===== src/rtl/dsp_pkg.sv =====
// dsp_pkg: constants and types shared by the DSP slice and its consumers.
//   DWIDTH   - slice operand width; each lane result is 2*DWIDTH bits
//   LATENCY  - default slice pipeline latency (input sample to result)
//   dsp_result_t - packed {resb, resa} pair as presented by the slice
package dsp_pkg;

   localparam int DWIDTH  = 8;
   localparam int LATENCY = 3;

   typedef struct packed {
      logic [2*DWIDTH-1:0] resb;
      logic [2*DWIDTH-1:0] resa;
   } dsp_result_t;

endpackage


===== src/rtl/dsp_drain_fifo.sv =====
// dsp_drain_fifo: synchronous FIFO holding captured slice results.
// Ports:
//   clk, clr_n         - clock, asynchronous active-low reset
//   push, push_data    - write one entry (ignored when full and not popping)
//   pop                - remove the head entry (ignored when empty)
//   head_data          - head entry, stable until popped; 0 after reset
//   count              - number of stored entries, 0..DEPTH
// DEPTH must be a power of two so the pointers wrap naturally.
module dsp_drain_fifo #(
   parameter int WIDTH = 32,
   parameter int DEPTH = 4
) (
   input  logic                     clk,
   input  logic                     clr_n,
   input  logic                     push,
   input  logic [WIDTH-1:0]         push_data,
   input  logic                     pop,
   output logic [WIDTH-1:0]         head_data,
   output logic [$clog2(DEPTH):0]   count
);

   localparam int AW = $clog2(DEPTH);

   logic [WIDTH-1:0] mem [DEPTH];
   logic [AW-1:0]    wr_ptr;
   logic [AW-1:0]    rd_ptr;
   logic             do_push;
   logic             do_pop;

   assign do_pop    = pop && (count != '0);
   // A push into a full FIFO is only legal when the head leaves on the same edge.
   assign do_push   = push && ((count != (AW+1)'(DEPTH)) || do_pop);
   assign head_data = mem[rd_ptr];

   always_ff @(posedge clk or negedge clr_n) begin
      if (!clr_n) begin
         wr_ptr <= '0;
         rd_ptr <= '0;
         count  <= '0;
         for (int i = 0; i < DEPTH; i++) mem[i] <= '0;
      end else begin
         if (do_push) begin
            mem[wr_ptr] <= push_data;
            wr_ptr      <= wr_ptr + AW'(1);
         end
         if (do_pop) rd_ptr <= rd_ptr + AW'(1);
         case ({do_push, do_pop})
            2'b10:   count <= count + (AW+1)'(1);
            2'b01:   count <= count - (AW+1)'(1);
            default: count <= count;
         endcase
      end
   end

endmodule


===== src/rtl/dsp_result_drain.sv =====
// dsp_result_drain: tracks operations issued into a fixed-latency DSP slice,
// captures {resultb, resulta} on the cycle the slice presents each result and
// queues it for a valid/ready consumer. Issue credit keeps the non-stallable
// slice from ever producing a result with nowhere to go.
// Ports:
//   clk, clr_n               - clock, asynchronous active-low reset
//   issue_valid, issue_tag   - operation presented to the slice this cycle
//   issue_ready              - credit available (registers only, no input path)
//   slice_clr                - synchronous slice flush; drops in-flight ops
//   resulta, resultb         - slice lane results
//   out_valid, out_ready     - output handshake
//   out_data, out_tag        - head entry {resultb, resulta} and its tag
//   issue_err                - sticky: issue attempted without credit
// Build option: define DSP_DRAIN_TAG_EN to carry issue_tag through to out_tag;
// otherwise no tag storage exists and out_tag is 0.
//
// Handshakes: a transfer happens on a rising edge where valid and ready are both
// high. out_valid never depends on out_ready, and out_data/out_tag hold steady
// while out_valid is high and out_ready is low. The issue side is credit based:
// the driver must only assert issue_valid while issue_ready is high.
module dsp_result_drain #(
   parameter int DWIDTH  = dsp_pkg::DWIDTH,
   parameter int LATENCY = dsp_pkg::LATENCY,
   parameter int DEPTH   = 4,
   parameter int TAGW    = 4
) (
   input  logic                  clk,
   input  logic                  clr_n,
   input  logic                  issue_valid,
   input  logic [TAGW-1:0]       issue_tag,
   output logic                  issue_ready,
   input  logic                  slice_clr,
   input  logic [2*DWIDTH-1:0]   resulta,
   input  logic [2*DWIDTH-1:0]   resultb,
   output logic                  out_valid,
   input  logic                  out_ready,
   output logic [4*DWIDTH-1:0]   out_data,
   output logic [TAGW-1:0]       out_tag,
   output logic                  issue_err
);

   localparam int RW = 4*DWIDTH;
   localparam int CW = $clog2(DEPTH) + 1;

   logic [LATENCY-1:0] trk_v;
   logic [CW-1:0]      fifo_count;
   logic               accept;
   logic               push;

   // Every in-flight op and every stored entry holds one credit, so a result
   // reaching the last stage always finds a free FIFO slot.
   assign issue_ready = (int'(fifo_count) + $countones(trk_v)) < DEPTH;
   assign accept      = issue_valid && issue_ready && !slice_clr;
   assign push        = trk_v[LATENCY-1];
   assign out_valid   = (fifo_count != '0);

   always_ff @(posedge clk or negedge clr_n) begin
      if (!clr_n) begin
         trk_v <= '0;
      end else if (slice_clr) begin
         trk_v <= '0;
      end else begin
         for (int i = LATENCY-1; i > 0; i--) trk_v[i] <= trk_v[i-1];
         trk_v[0] <= accept;
      end
   end

   always_ff @(posedge clk or negedge clr_n) begin
      if (!clr_n)                          issue_err <= 1'b0;
      else if (issue_valid && !issue_ready) issue_err <= 1'b1;
   end

`ifdef DSP_DRAIN_TAG_EN
   logic [TAGW-1:0]    trk_tag [LATENCY];
   logic [RW+TAGW-1:0] head;

   // Tags shift unconditionally; only the valid bits decide what is captured.
   always_ff @(posedge clk or negedge clr_n) begin
      if (!clr_n) begin
         for (int i = 0; i < LATENCY; i++) trk_tag[i] <= '0;
      end else begin
         for (int i = LATENCY-1; i > 0; i--) trk_tag[i] <= trk_tag[i-1];
         trk_tag[0] <= issue_tag;
      end
   end

   dsp_drain_fifo #(.WIDTH(RW+TAGW), .DEPTH(DEPTH)) u_fifo (
      .clk       (clk),
      .clr_n     (clr_n),
      .push      (push),
      .push_data ({trk_tag[LATENCY-1], resultb, resulta}),
      .pop       (out_ready),
      .head_data (head),
      .count     (fifo_count)
   );

   assign out_data = head[RW-1:0];
   assign out_tag  = head[RW+:TAGW];
`else
   logic unused_tag;

   assign unused_tag = ^issue_tag;

   dsp_drain_fifo #(.WIDTH(RW), .DEPTH(DEPTH)) u_fifo (
      .clk       (clk),
      .clr_n     (clr_n),
      .push      (push),
      .push_data ({resultb, resulta}),
      .pop       (out_ready),
      .head_data (out_data),
      .count     (fifo_count)
   );

   assign out_tag = '0;
`endif

endmodule


===== config.mk =====
export PLATFORM = sky130hd
export DESIGN_NAME = dsp_result_drain
export DESIGN_NICKNAME = d
export VERILOG_FILES = /design/src/rtl/dsp_pkg.sv /design/src/rtl/dsp_drain_fifo.sv /design/src/rtl/dsp_result_drain.sv
export SDC_FILE = /design/constraint.sdc
export NUM_CORES = 1
export LEC_CHECK = 0
export BUFFER_PORTS_ARGS = -buffer_cell sky130_fd_sc_hd__buf_2
export CAP_MARGIN = 20
export CORE_MARGIN = 3
export CORE_UTILIZATION = 42
export CTS_BUF_LIST = sky130_fd_sc_hd__clkbuf_8
export DETAILED_ROUTE_END_ITERATION = 10
export PLACE_DENSITY_LB_ADDON = 0.05
export REMOVE_ABC_BUFFERS = 1
export SYNTH_ARGS = -nofsm -noshare
export SYNTH_HDL_FRONTEND = slang
export SYNTH_HIERARCHICAL = 1
export SYNTH_SLANG_ARGS = --single-unit
export TNS_END_PERCENT = 10

===== constraint.sdc =====
create_clock -name clk -period 2.4 [get_ports clk]
set_clock_uncertainty 0.05 [all_clocks]
set_input_delay 0.72 -clock clk [delete_from_list [all_inputs] [get_ports clk]]
set_output_delay 0.72 -clock clk [all_outputs]
set_load 0.01 [all_outputs]

==> metrics <==
met3 Use GR=5.14%; status=finished, violations left; largest net degree at the start of global routing=44; critical path startpoint category=flop; DRT Pass-1 Iters=3; Die W=127 um; Peak Freq=376 MHz; Synth Area per Inst=16.7 sq um; Fin. Hold Viols=0; WL per Instance=18.8 um; GP Congestion=0.704; Die Height=127 um; Placement Rows=43; ranking of synthesized cells by area=dfrtp_1, mux2_2, mux4_2, buf_6, ha_1; clock buffer count from CTS=17; CTS tree=built; Root Driver=clkbuf_8; Req. time, crit path=1.63 ns; most frequent cells in the layout=dfrtp_1, mux2_2, buf_2; pre-CTS setup slack=-0.0409 ns; final wirelength=12300 um; iteration-0 DRC count of the detailed router=97; post-synth top area cell=dfrtp_1; global-route wire length before repair=20500 um; layout cell share with drive strength beyond 1=62.2%; total core area=0.0141 sq mm; Final #Nets=511; period utilisation layout=111%; final core occ=52.6%; RSZ-0062 raised after global routing=true; initial antenna violation count=1; fin crit period=2.66 ns; fin worst setup slack=-0.258 ns; I/O Pins=80; worst hold path type=in -> async; hpwl dp=7710 um; synthesized area=0.00620 sq mm; Slew Viols, Final=0; CTS Hold Buffers Added=0; Seq/Total Area, Yosys=56.1%; P&R area growth vs syn=20.0%; WS Path Type=reg -> out; global route hottest layer=met2; register bit total from synthesis=139; Starting Density=43.8%; buffers added on ports=71; clock sink count=139; Yosys warnings=6; Critical Path AT=1.89 ns; number of flops mapped to enable cells by yosys=0; global-route usage over all layers=16.7%; post-route ant nets=0; met1 Track Usage GR=22.4%; vias in the first global route=3822; failing checks=setup timing; die area=0.0163 sq mm; DRC violations left=0; total number of H-tree levels=4; pwr dens=1340 mW/mm^2; Reg clk slew, reported paths=0.07 ns; element type at the critical path end=output port; via count=3426; VDD IR max=0.000614 V; Syn Inst Count=371; LEAKAGE=0.00315 uW; grt total ovfl=0; clk buf depth=2; most frequent standard cell in the layout excluding fill and tap cells=dfrtp_1; Vias/cell=5.24; Distinct cells, synth=24; met2 usage=25.7%; CP max FO=2; # diodes=0; top_reg_cell synth=dfrtp_1; maxcap violations=0; clk_lat worst skew=0.43 ns; ys async rst share=100%; final setup fails=33; post-synth top area share=56.1%; setup_tns=-5.49 ns; Slew HR=61.9%; pin slew with the least headroom to its limit=0.570 ns
==> cells in the mapped netlist, drive strengths merged, types with 2 or more instances <==
cell type,number
inv,9
nand2b,2
nor2,7
clkbuf,3
xor2,3
ha,6
xnor2,3
dfrtp,139
mux2,129
or3,2
nand2,5
buf,21
fa,2
mux4,32
==> worst paths after layout <==
path	start	endpoint	slack [ns]	depth (start not counted)
max	trk_v[0]	issue_ready	-0.26	7
max in group asynchronous	clr_n	u_fifo/mem[39]	1.48	2
max reg2reg	u_fifo/count[0]	u_fifo/count[2]	0.24	9
min reg2reg	u_fifo/mem[37]	u_fifo/mem[37]	0.45	1
min	clr_n	u_fifo/mem[119]	0.14	1
min in group clk	slice_clr	trk_v[2]	0.40	2
==> area by class of cell <==
| type | count | area [sq um] |
|---|---|---|
| fillers | 1215 | 6710 |
| flip-flops and latches | 139 | 3480 |
| clock inverters | 9 | 96.3 |
| inverters | 9 | 33.8 |
| repair buffers | 93 | 753 |
| well taps | 180 | 225 |
| multi-input cells | 202 | 2550 |
| clock buffers | 22 | 303 |
==> through the flow <==
stage / hold WS (ns) / area [sq um] / power [uW] / std cells
5_1_grt: 0.128 / 7440 / 10700 / 654
3_3_place_gp: 0.434 / 6840 / 7600 / 618
6_report: 0.138 / 7440 / 9990 / 654
3_5_place_dp: 0.440 / 6840 / 7740 / 618
4_1_cts: 0.126 / 7360 / 9960 / 652
2_1_floorplan: 0.374 / 6010 / 6450 / 350
==> timing repair <==
item / in CTS / in global routing
pin swaps: 1 / 1
setup buffers: 1 / 2
gates resized for setup: 8 / 14
cloned: 2 / 0
setup endpoints to repair: 33 / 33
==> power by group <==
part           internal, uW  leakage, uW  switching, uW
Clock                  1040     0.000211            850
Combinational          2570      0.00132           1510
Sequential             3440      0.00162            585
Total                  7050      0.00315           2950
==> routing by layer <==
metal,part of all wire [%],wire (um),vias up
li1,-,-,1531
met1,46,5640,1818
met2,48,5880,62
met3,5.0,615,13
met4,1.1,136,2
met5,0.11,13,-
==> cells by family after synthesis <==
| family | count (synthesis) | synth area share (%) |
|---|---|---|
| multiplexers | 162 | 35.2 |
| other | 1 | 0.0605 |
| AO/OA/AOI/OAI | 2 | 0.283 |
| flip-flops | 139 | 56.1 |
| XOR/XNOR | 6 | 0.848 |
| AND/OR/NAND/NOR | 20 | 1.84 |
| adder cells (fa/ha/maj) | 8 | 1.86 |
| buffers and inverters | 33 | 3.79 |
==> critical path, stage by stage, from the launching register on <==
cell	delay, ns
dfrtp_1	0.34
inv_2	0.05
fa_2	0.37
inv_2	0.07
ha_4	0.18
and3b_2	0.20
nor3_2	0.10
buf_2	0.15
==> flip-flops by register name, summed over array words and instances, names as in the netlist <==
register / count
issue_err: 1
trk_v: 3
u_fifo/count: 3
u_fifo/mem: 128
u_fifo/rd_ptr: 2
u_fifo/wr_ptr: 2
(Power assumes the default switching activity.)
